===== config.mk =====
export PLATFORM = sky130hd
export DESIGN_NAME = dbg_cmd_tx_flat
export DESIGN_NICKNAME = d
export VERILOG_FILES = /design/src/rtl/dbg_cmd_tx_if.sv /design/src/rtl/dbg_cmd_tx.sv /design/src/flat_wrapper.sv
export SDC_FILE = /design/constraint.sdc
export NUM_CORES = 1
export LEC_CHECK = 0
export CORE_ASPECT_RATIO = 0.6
export CORE_MARGIN = 2
export CORE_UTILIZATION = 27
export CTS_CLUSTER_DIAMETER = 80
export CTS_CLUSTER_SIZE = 24
export DETAILED_ROUTE_END_ITERATION = 10
export PLACE_DENSITY = 0.51
export SLEW_MARGIN = 20
export SYNTH_ARGS = -nofsm -noshare
export SYNTH_HDL_FRONTEND = slang
export SYNTH_SLANG_ARGS = --single-unit

===== constraint.sdc =====
create_clock -name clk -period 3.2 [get_ports clk]
set_input_delay 0.64 -clock clk [delete_from_list [all_inputs] [get_ports clk]]
set_output_delay 0.64 -clock clk [all_outputs]
set_load 0.01 [all_outputs]

===== src/rtl/dbg_cmd_tx_if.sv =====
// Command stream interface between the debug command initiator and the
// debug governor's 32-bit cmd_in AXI stream port.
//
// Signals:
//   TDATA   32  command stream data (header or payload word)
//   TVALID   1  command stream valid, driven by the initiator
//   TREADY   1  command stream ready, driven by the governor
//
// Modports:
//   master  initiator side (drives TDATA/TVALID, samples TREADY)
//   slave   governor side  (samples TDATA/TVALID, drives TREADY)
interface dbg_cmd_tx_if;
    logic [31:0] TDATA;
    logic        TVALID;
    logic        TREADY;

    modport master (output TDATA, output TVALID, input TREADY);
    modport slave  (input TDATA, input TVALID, output TREADY);
endinterface


===== src/rtl/dbg_cmd_tx.sv =====
// dbg_cmd_tx: command initiator for the debug governor's command stream.
// A host request (opcode, argument, payload) is latched on acceptance and
// serialised as one header beat {op, arg}; the inject opcode is followed by
// NBEATS payload words, least significant word first. Completed commands are
// counted in a wrapping 16-bit counter.
//
// Optional feature: define DBG_CMD_TX_TIMEOUT_EN to abort a command whose
// stream stalls for TIMEOUT_CYCLES consecutive cycles and raise the sticky
// timeout_err flag. Without it the stream waits indefinitely, timeout_err is
// tied low and err_clr is ignored.
//
// Ports:
//   clk          clock
//   rst          asynchronous active-low reset
//   host_op      command opcode
//   host_arg     command argument
//   host_data    inject payload (ignored for other opcodes)
//   host_valid   request valid
//   host_ready   request accepted when high together with host_valid
//   cmd_out      command stream (dbg_cmd_tx_if master modport)
//   busy         high whenever a command is in flight
//   sent_count   number of fully transmitted commands (wraps)
//   timeout_err  sticky stall-timeout flag
//   err_clr      clears timeout_err
module dbg_cmd_tx #(
    parameter int         DATA_WIDTH     = 64,
    parameter logic [3:0] INJ_OP         = 4'h2,
    parameter int         TIMEOUT_CYCLES = 1024
) (
    input  logic                  clk,
    input  logic                  rst,
    input  logic [3:0]            host_op,
    input  logic [27:0]           host_arg,
    input  logic [DATA_WIDTH-1:0] host_data,
    input  logic                  host_valid,
    output logic                  host_ready,
    dbg_cmd_tx_if.master          cmd_out,
    output logic                  busy,
    output logic [15:0]           sent_count,
    output logic                  timeout_err,
    input  logic                  err_clr
);
    localparam int NBEATS = DATA_WIDTH / 32;
    localparam int BEAT_W = (NBEATS > 1) ? $clog2(NBEATS) : 1;

    if ((DATA_WIDTH % 32) != 0 || DATA_WIDTH < 32 || TIMEOUT_CYCLES < 1) begin : g_bad_param
        $error("dbg_cmd_tx: DATA_WIDTH must be a positive multiple of 32 and TIMEOUT_CYCLES >= 1");
    end

    typedef enum logic [1:0] {IDLE, HDR, DATA} state_t;

    state_t                  state, state_nxt;
    logic [3:0]              op;
    logic [27:0]             arg;
    logic [DATA_WIDTH-1:0]   data;
    logic [BEAT_W-1:0]       beat;
    logic                    tvalid;
    logic [31:0]             tdata;
    logic                    handshake;
    logic                    last_beat;
    logic                    done;
    logic                    can_accept;
    logic                    accept;
    logic                    abort;

    assign cmd_out.TVALID = tvalid;
    assign cmd_out.TDATA  = tdata;
    assign busy           = (state != IDLE);
    // Gate with rst only on the output so the internal accept path stays
    // purely synchronous.
    assign host_ready     = rst & can_accept;

    always_ff @(posedge clk or negedge rst) begin
        if (!rst) state <= IDLE;
        else      state <= state_nxt;
    end

    always_comb begin
        state_nxt = state;
        tvalid    = 1'b0;
        tdata     = '0;
        handshake = 1'b0;
        last_beat = 1'b0;
        unique case (state)
            IDLE: ;
            HDR: begin
                tvalid    = 1'b1;
                tdata     = {op, arg};
                handshake = cmd_out.TREADY;
                last_beat = (op != INJ_OP);
                if (handshake && op == INJ_OP) state_nxt = DATA;
            end
            DATA: begin
                tvalid    = 1'b1;
                // data is shifted down after every payload handshake, so the
                // current word always sits in the low 32 bits.
                tdata     = data[31:0];
                handshake = cmd_out.TREADY;
                last_beat = (beat == BEAT_W'(NBEATS - 1));
            end
            default: state_nxt = IDLE;
        endcase
        done       = handshake & last_beat;
        // Ready also in the final-beat handshake cycle so that back-to-back
        // requests go straight to the next header without an idle bubble.
        can_accept = (state == IDLE) | done;
        accept     = host_valid & can_accept;
        if (can_accept) state_nxt = accept ? HDR : IDLE;
        if (abort)      state_nxt = IDLE;
    end

    always_ff @(posedge clk) begin
        if (accept) begin
            op   <= host_op;
            arg  <= host_arg;
            data <= host_data;
        end else if (state == DATA && handshake) begin
            data <= data >> 32;
        end
    end

    always_ff @(posedge clk or negedge rst) begin
        if (!rst) begin
            beat       <= '0;
            sent_count <= 16'h0000;
        end else begin
            if (state == HDR && handshake)       beat <= '0;
            else if (state == DATA && handshake) beat <= beat + BEAT_W'(1);
            if (done) sent_count <= sent_count + 16'h0001;
        end
    end

`ifdef DBG_CMD_TX_TIMEOUT_EN
    localparam int CNT_W = $clog2(TIMEOUT_CYCLES + 1);

    logic [CNT_W-1:0] stall_cnt;
    logic             stalled;

    assign stalled = tvalid & ~cmd_out.TREADY;
    // The stall that would bring the counter to TIMEOUT_CYCLES aborts the
    // command at this edge; TVALID is low from the next cycle.
    assign abort   = stalled && (stall_cnt == CNT_W'(TIMEOUT_CYCLES - 1));

    always_ff @(posedge clk or negedge rst) begin
        if (!rst) begin
            stall_cnt   <= '0;
            timeout_err <= 1'b0;
        end else begin
            if (!stalled || abort) stall_cnt <= '0;
            else                   stall_cnt <= stall_cnt + CNT_W'(1);
            // A new timeout takes priority over a simultaneous clear.
            if (abort)        timeout_err <= 1'b1;
            else if (err_clr) timeout_err <= 1'b0;
        end
    end
`else
    logic unused_err_clr;

    assign abort          = 1'b0;
    assign timeout_err    = 1'b0;
    assign unused_err_clr = err_clr;
`endif

endmodule


===== src/flat_wrapper.sv =====
// flat-port wrapper written by rule: the top's interface ports become plain ports
module dbg_cmd_tx_flat 
#(
    parameter int         DATA_WIDTH     = 64,
    parameter logic [3:0] INJ_OP         = 4'h2,
    parameter int         TIMEOUT_CYCLES = 1024
)
  (clk, rst, host_op, host_arg, host_data, host_valid, host_ready, busy, sent_count, timeout_err, err_clr, cmd_out_TDATA, cmd_out_TVALID, cmd_out_TREADY);
  dbg_cmd_tx_if cmd_out_i ();
  input  logic clk;
  input  logic rst;
  input  logic [3:0] host_op;
  input  logic [27:0] host_arg;
  input  logic [DATA_WIDTH-1:0] host_data;
  input  logic host_valid;
  output logic host_ready;
  output logic busy;
  output logic [15:0] sent_count;
  output logic timeout_err;
  input  logic err_clr;
  output wire logic [$bits(cmd_out_i.TDATA)-1:0] cmd_out_TDATA;
  output wire logic [$bits(cmd_out_i.TVALID)-1:0] cmd_out_TVALID;
  input wire logic [$bits(cmd_out_i.TREADY)-1:0] cmd_out_TREADY;
  assign cmd_out_TDATA = cmd_out_i.TDATA;
  assign cmd_out_TVALID = cmd_out_i.TVALID;
  assign cmd_out_i.TREADY = cmd_out_TREADY;
  dbg_cmd_tx #(.DATA_WIDTH(DATA_WIDTH), .INJ_OP(INJ_OP), .TIMEOUT_CYCLES(TIMEOUT_CYCLES)) u_core (.clk(clk), .rst(rst), .host_op(host_op), .host_arg(host_arg), .host_data(host_data), .host_valid(host_valid), .host_ready(host_ready), .cmd_out(cmd_out_i), .busy(busy), .sent_count(sent_count), .timeout_err(timeout_err), .err_clr(err_clr));
endmodule

---- After elaboration in Yosys (flattened, before gate mapping) ----
Index checks and enable logic that the tools add are counted.
cells by class
  muxes and demuxes ....................... 12
  add/sub/neg operators ................... 2
  bitwise gates (word level) .............. 4
  equal/unequal tests ..................... 6
  reductions and logical operators ........ 10
operators with widths
  kind                     count
  $mux W64                 2
  $pmux W32 S2             1
  $add A16 B1 Y16 const B  1
  $reduce_bool A2 Y1       3
  $mux W1                  5
  $eq A4 B2 Y1 const B     1
  $mux W2                  2
  $ne A4 B2 Y1 const B     1
  $pmux W2 S2              1
  $reduce_or A2 Y1         2
  $and A1 B1 Y1            3
  $logic_and A1 B1 Y1      3
  $ne A3 B1 Y1 const B     1
  $eq A2 B1 Y1 const B     1
  $eq A2 B2 Y1 const B     1
  $logic_not A2 Y1         1
  $ne A2 B1 Y1 const B     1
  $pmux W1 S2              1
  $reduce_and A2 Y1        1
  $add A1 B1 Y1 const B    1
  $or A1 B1 Y1             1
storage, ports and cells
  register bits ........................... 115
  output and inout port bits .............. 52

---- Depth between registers and ports, before layout ----
  depth after elaboration ................. 8
  mapped depth ............................ 9
  gate-level depth less buffers ........... 7

---- Worst setup path before layout ----
Ideal clock, no wire load.
  kind .................................... register to register
  start point ............................. reg u_core.state[0]
  end point ............................... reg u_core.data[0] (enable)
  setup time .............................. 424 ps
  clock period less this slack ............ 3,363 ps
  stages on the path, launching flop included .. 9
  setup slack ............................. -163 ps
  data required time ...................... 2,776 ps
  arrival ................................. 2,940 ps
  path through ............................ dfrtp_1 > inv_1 > ha_1 > buf_2 > nand3_1 > o21ai_2 > o21ai_4 > buf_6 > nand2_1
between the ends
  cells in the longest elaborated chain, start to end .. 7
  elaborated cells between the ends (all ways) .. 11
ends and longest elaborated chain
  item                                          RTL line                             source
  start: declaration                            dbg_cmd_tx.sv:52                     state_t state, state_nxt;
  start signal: assignment                      dbg_cmd_tx.sv:75                     else state <= state_nxt;
  $eq A2 B1 Y1 or $eq A2 B2 Y1 (tied branches)  dbg_cmd_tx.sv:84, dbg_cmd_tx.sv:117
  $reduce_or A2 Y1 (no line)                    -
  $mux W1                                       dbg_cmd_tx.sv:84                     unique case (state)
  $and A1 B1 Y1                                 dbg_cmd_tx.sv:103                    done = handshake & last_beat;
  $or A1 B1 Y1                                  dbg_cmd_tx.sv:106                    can_accept = (state == IDLE) | done;
  $and A1 B1 Y1                                 dbg_cmd_tx.sv:107                    accept = host_valid & can_accept;
  $reduce_bool A2 Y1 (no line) (*)              -
  end signal: assignment                        dbg_cmd_tx.sv:116                    data <= host_data;
  end signal: assignment                        dbg_cmd_tx.sv:118                    data <= data >> 32;
  end: declaration                              dbg_cmd_tx.sv:55                     logic [DATA_WIDTH-1:0] data;
Every way passes the cells marked *; elsewhere a longest branch is shown, timed or not.
A chain may end at the register's enable or synchronous reset.

---- Worst setup path in the final report ----
  start point ............................. reg u_core.state[0]
  end point ............................... out cmd_out_TDATA[19]
between the ends
  cells in the longest elaborated chain, start to end .. 2
  elaborated cells between the ends (all ways) .. 3
ends and longest elaborated chain
  item                                          RTL line            source
  $eq A2 B2 Y1 or $eq A2 B1 Y1 (tied branches)  dbg_cmd_tx.sv:84
  $pmux W32 S2 (*)                              dbg_cmd_tx.sv:84
  end: declaration                              flat_wrapper.sv:21  output wire logic [$bits(cmd_out_i.TDATA)-1:0] cmd_out_TDATA;
Marked as above.

==> results.md <==
* Most frequent cells in the layout: clkdlybuf4s50_1, edfxtp_1, a22oi_1, nor2b_1, and2_1
* Grt met3 use at 5.58%
* Global-route usage over all layers at 14.0%
* Layout Utilization at 41.3%
* Outcome: finished clean
* Synthesis-to-finish area growth at 50.1%
* Setup CP Type: reg2out
* Static Leak at 2.70 nW
* RSZ-0062 raised after global routing: false
* FF+latch area at 3360 µm²
* Mean Syn Cell Area at 14.8 µm²
* CTS tree: built
* Post-Syn Nets at 442
* Final hold violation count at 0
* Slew Limit Fails at 0
* Pwr dens at 608 nW/µm²
* DRC marker count from the first detailed-route iteration at 177
* Worst-path maximum fanout at 27
* Worst Path Arrival at 2360 ps
* Total negative setup slack at 0 ps
* Via count at 3309
* Yosys warning count at 0
* Vias in the first global route at 3510
* Antenna Cells at 0
* Maxcap violations at 0
* Worst EP required at 2560 ps
* First-pass GRT wire length at 20.0 mm
* Cells after Synth at 337
* Routing usage on met1 at 19.2%
* Core area at 18100 µm²
* Antenna violations before repair at 0
* Global routing's busiest layer: met2
* Total Wirelength at 13.0 mm
* Max Buffers Root-to-Sink at 2
* H-tree depth at 4
* DRT Pass-1 Iters at 4
* Yosys top cell by area: edfxtp_1
* Die X at 179 µm
* Fmax at 334 MHz
* Critical Path Source Type: register
* I/O Pins at 153
* Nets at 606
* Via-to-Cell Ratio at 4.39
* Clock latency on the worst-skew pair at 410 ps
* Post-synth EDFFs at 96
* Largest net degree at the start of global routing at 34
* Top post-synthesis cells by area: edfxtp_1, dfrtp_1, mux2_2
* Post-route clock period utilization at 93.7%
* Postcts setup bufs at 0
* Worst IR drop on VDD at 0.308 mV
* Chip Height at 109 µm
* CTS root buffer: clkbuf_16
* Die ar. at 19600 µm²
* Synth Flop Type: edfxtp_1
* Global route total overflow at 0
* Skew final at 16.2 ps
* Sequential-to-total area share from yosys stat at 67.5%
* Antenna Nets Post-Route at 0
* Initial Util at 27.5%
* # DRC at 0
* Final Wtd Congestion at 0.758
* Area share of the largest cell type after synthesis at 57.9%
* Async set-or-reset flop fraction in the synthesized netlist at 16.5%
* # clock sinks at 115
* IO Port Bufs at 150
* Global Route met2 Usage at 20.4%
* Final setup viols at 0
* Hold Path Class: reg2reg
* Commonest non-fill, non-tap cell in the layout: clkdlybuf4s50_1
* DPL Wire Length at 8.78 mm
* Distinct cells, synth at 38
* CTS Buf Count at 17
* Footprint of the multi-input gates at 1520 µm²
* Wire length per cell at 17.3 µm
* Minimum clock period at 3000 ps
* Clk slew on worst S/H paths at 60 ps
* Synthesized area at 4980 µm²
* Rows at 38
* Crit path capture type: output port
* Share of cells above drive strength 1 at 16.0%
* FF+latch count, synth at 115
* Fillers at 1691
-- cell families after synthesis --
logic type | after synthesis | synth area share [%]
buffers and inverters | 26 | 2.71
and+or+nand+nor | 103 | 12.6
muxes | 32 | 7.24
AOI/OAI and AO/OA | 41 | 6.26
adders and majority gates | 4 | 1.01
other | 1 | 0.0753
xor gates and xnor gates | 15 | 2.64
DFF | 115 | 67.5
-- sequential cells by signal (all words and copies together) (netlist names) --
signal             flops
u_core.data           64
u_core.arg            28
u_core.sent_count     16
u_core.op              4
u_core.state           2
u_core.beat            1
-- through the flow --
step | setup slack (ps) | instance area [µm²] | hold WS (ps) | total power [mW] | std cells
after floorplan | 450 | 4980 | 344 | 2.26 | 337
after global placement | 245 | 6830 | 458 | 2.64 | 722
after detailed placement | 212 | 6830 | 464 | 2.65 | 722
after CTS | 23.8 | 7460 | 476 | 4.61 | 754
after global routing | 13.6 | 7470 | 506 | 4.74 | 754
final | 202 | 7470 | 473 | 4.54 | 754
-- timing repair --
item                       in CTS  in global routing
pin swaps                       0                  0
gates resized for setup         2                  2
cloned                          0                  0
hold buffers                    0                  0
setup endpoints to repair       1                  2
-- cell usage after synthesis, types with 2 or more instances --
cell	count
edfxtp_1	96
a22oi_1	32
and2_1	32
nor2b_1	32
mux2_2	30
dfrtp_1	19
nand2_1	11
clkbuf_1	10
xor2_1	9
nand3_1	6
xnor2_1	6
inv_1	5
nor3_1	5
nor4_1	5
buf_6	4
ha_1	4
nand4_1	4
buf_2	3
a21boi_0	2
buf_1	2
mux2_1	2
o21ai_0	2
-- critical path: stages (launching register included) --
cell and delay [ps]:
dfrtp_1 430, inv_1 140, ha_4 270, buf_12 220, a22oi_1 110, nor2b_1 200, clkdlybuf4s50_1 580
-- path summary, 6_finish.rpt --
path                                       startpoint               endpoint  slack [ps]  cells past startpoint
worst max-delay path                  u_core.state[0]      cmd_out_TDATA[19]         200                      6
worst min-delay path            u_core.sent_count[15]  u_core.sent_count[15]         470                      1
worst max register to register        u_core.state[0]        u_core.data[29]         680                      7
worst min register to register  u_core.sent_count[15]  u_core.sent_count[15]         470                      1
max in group asynchronous                         rst  u_core.sent_count[14]        2360                      2
min in group asynchronous                         rst   u_core.sent_count[0]         620                      2
-- report_power, final --
group	switching [mW]	internal [mW]
registers	0.0761	1.83
logic	0.323	0.385
clock network	0.655	1.27
total	1.05	3.49
-- per-layer routing --
layer / vias to the layer above / share of wire (%)
met5: - / 0
met4: 0 / 0.61
met3: 7 / 7.9
met2: 117 / 43
met1: 1612 / 49
li1: 1573 / -
-- layout make-up --
cell class                 count  share of cell area (%)
sequential                   115                    45.0
timing repair buffer         165                    22.2
multi-input combinational    196                    20.3
clock buffer                  26                    7.42
tap                          240                    4.02
clock inverter                 6                   0.804
inverter                       6                   0.302
Note: power is estimated with default switching activity, not from simulation.
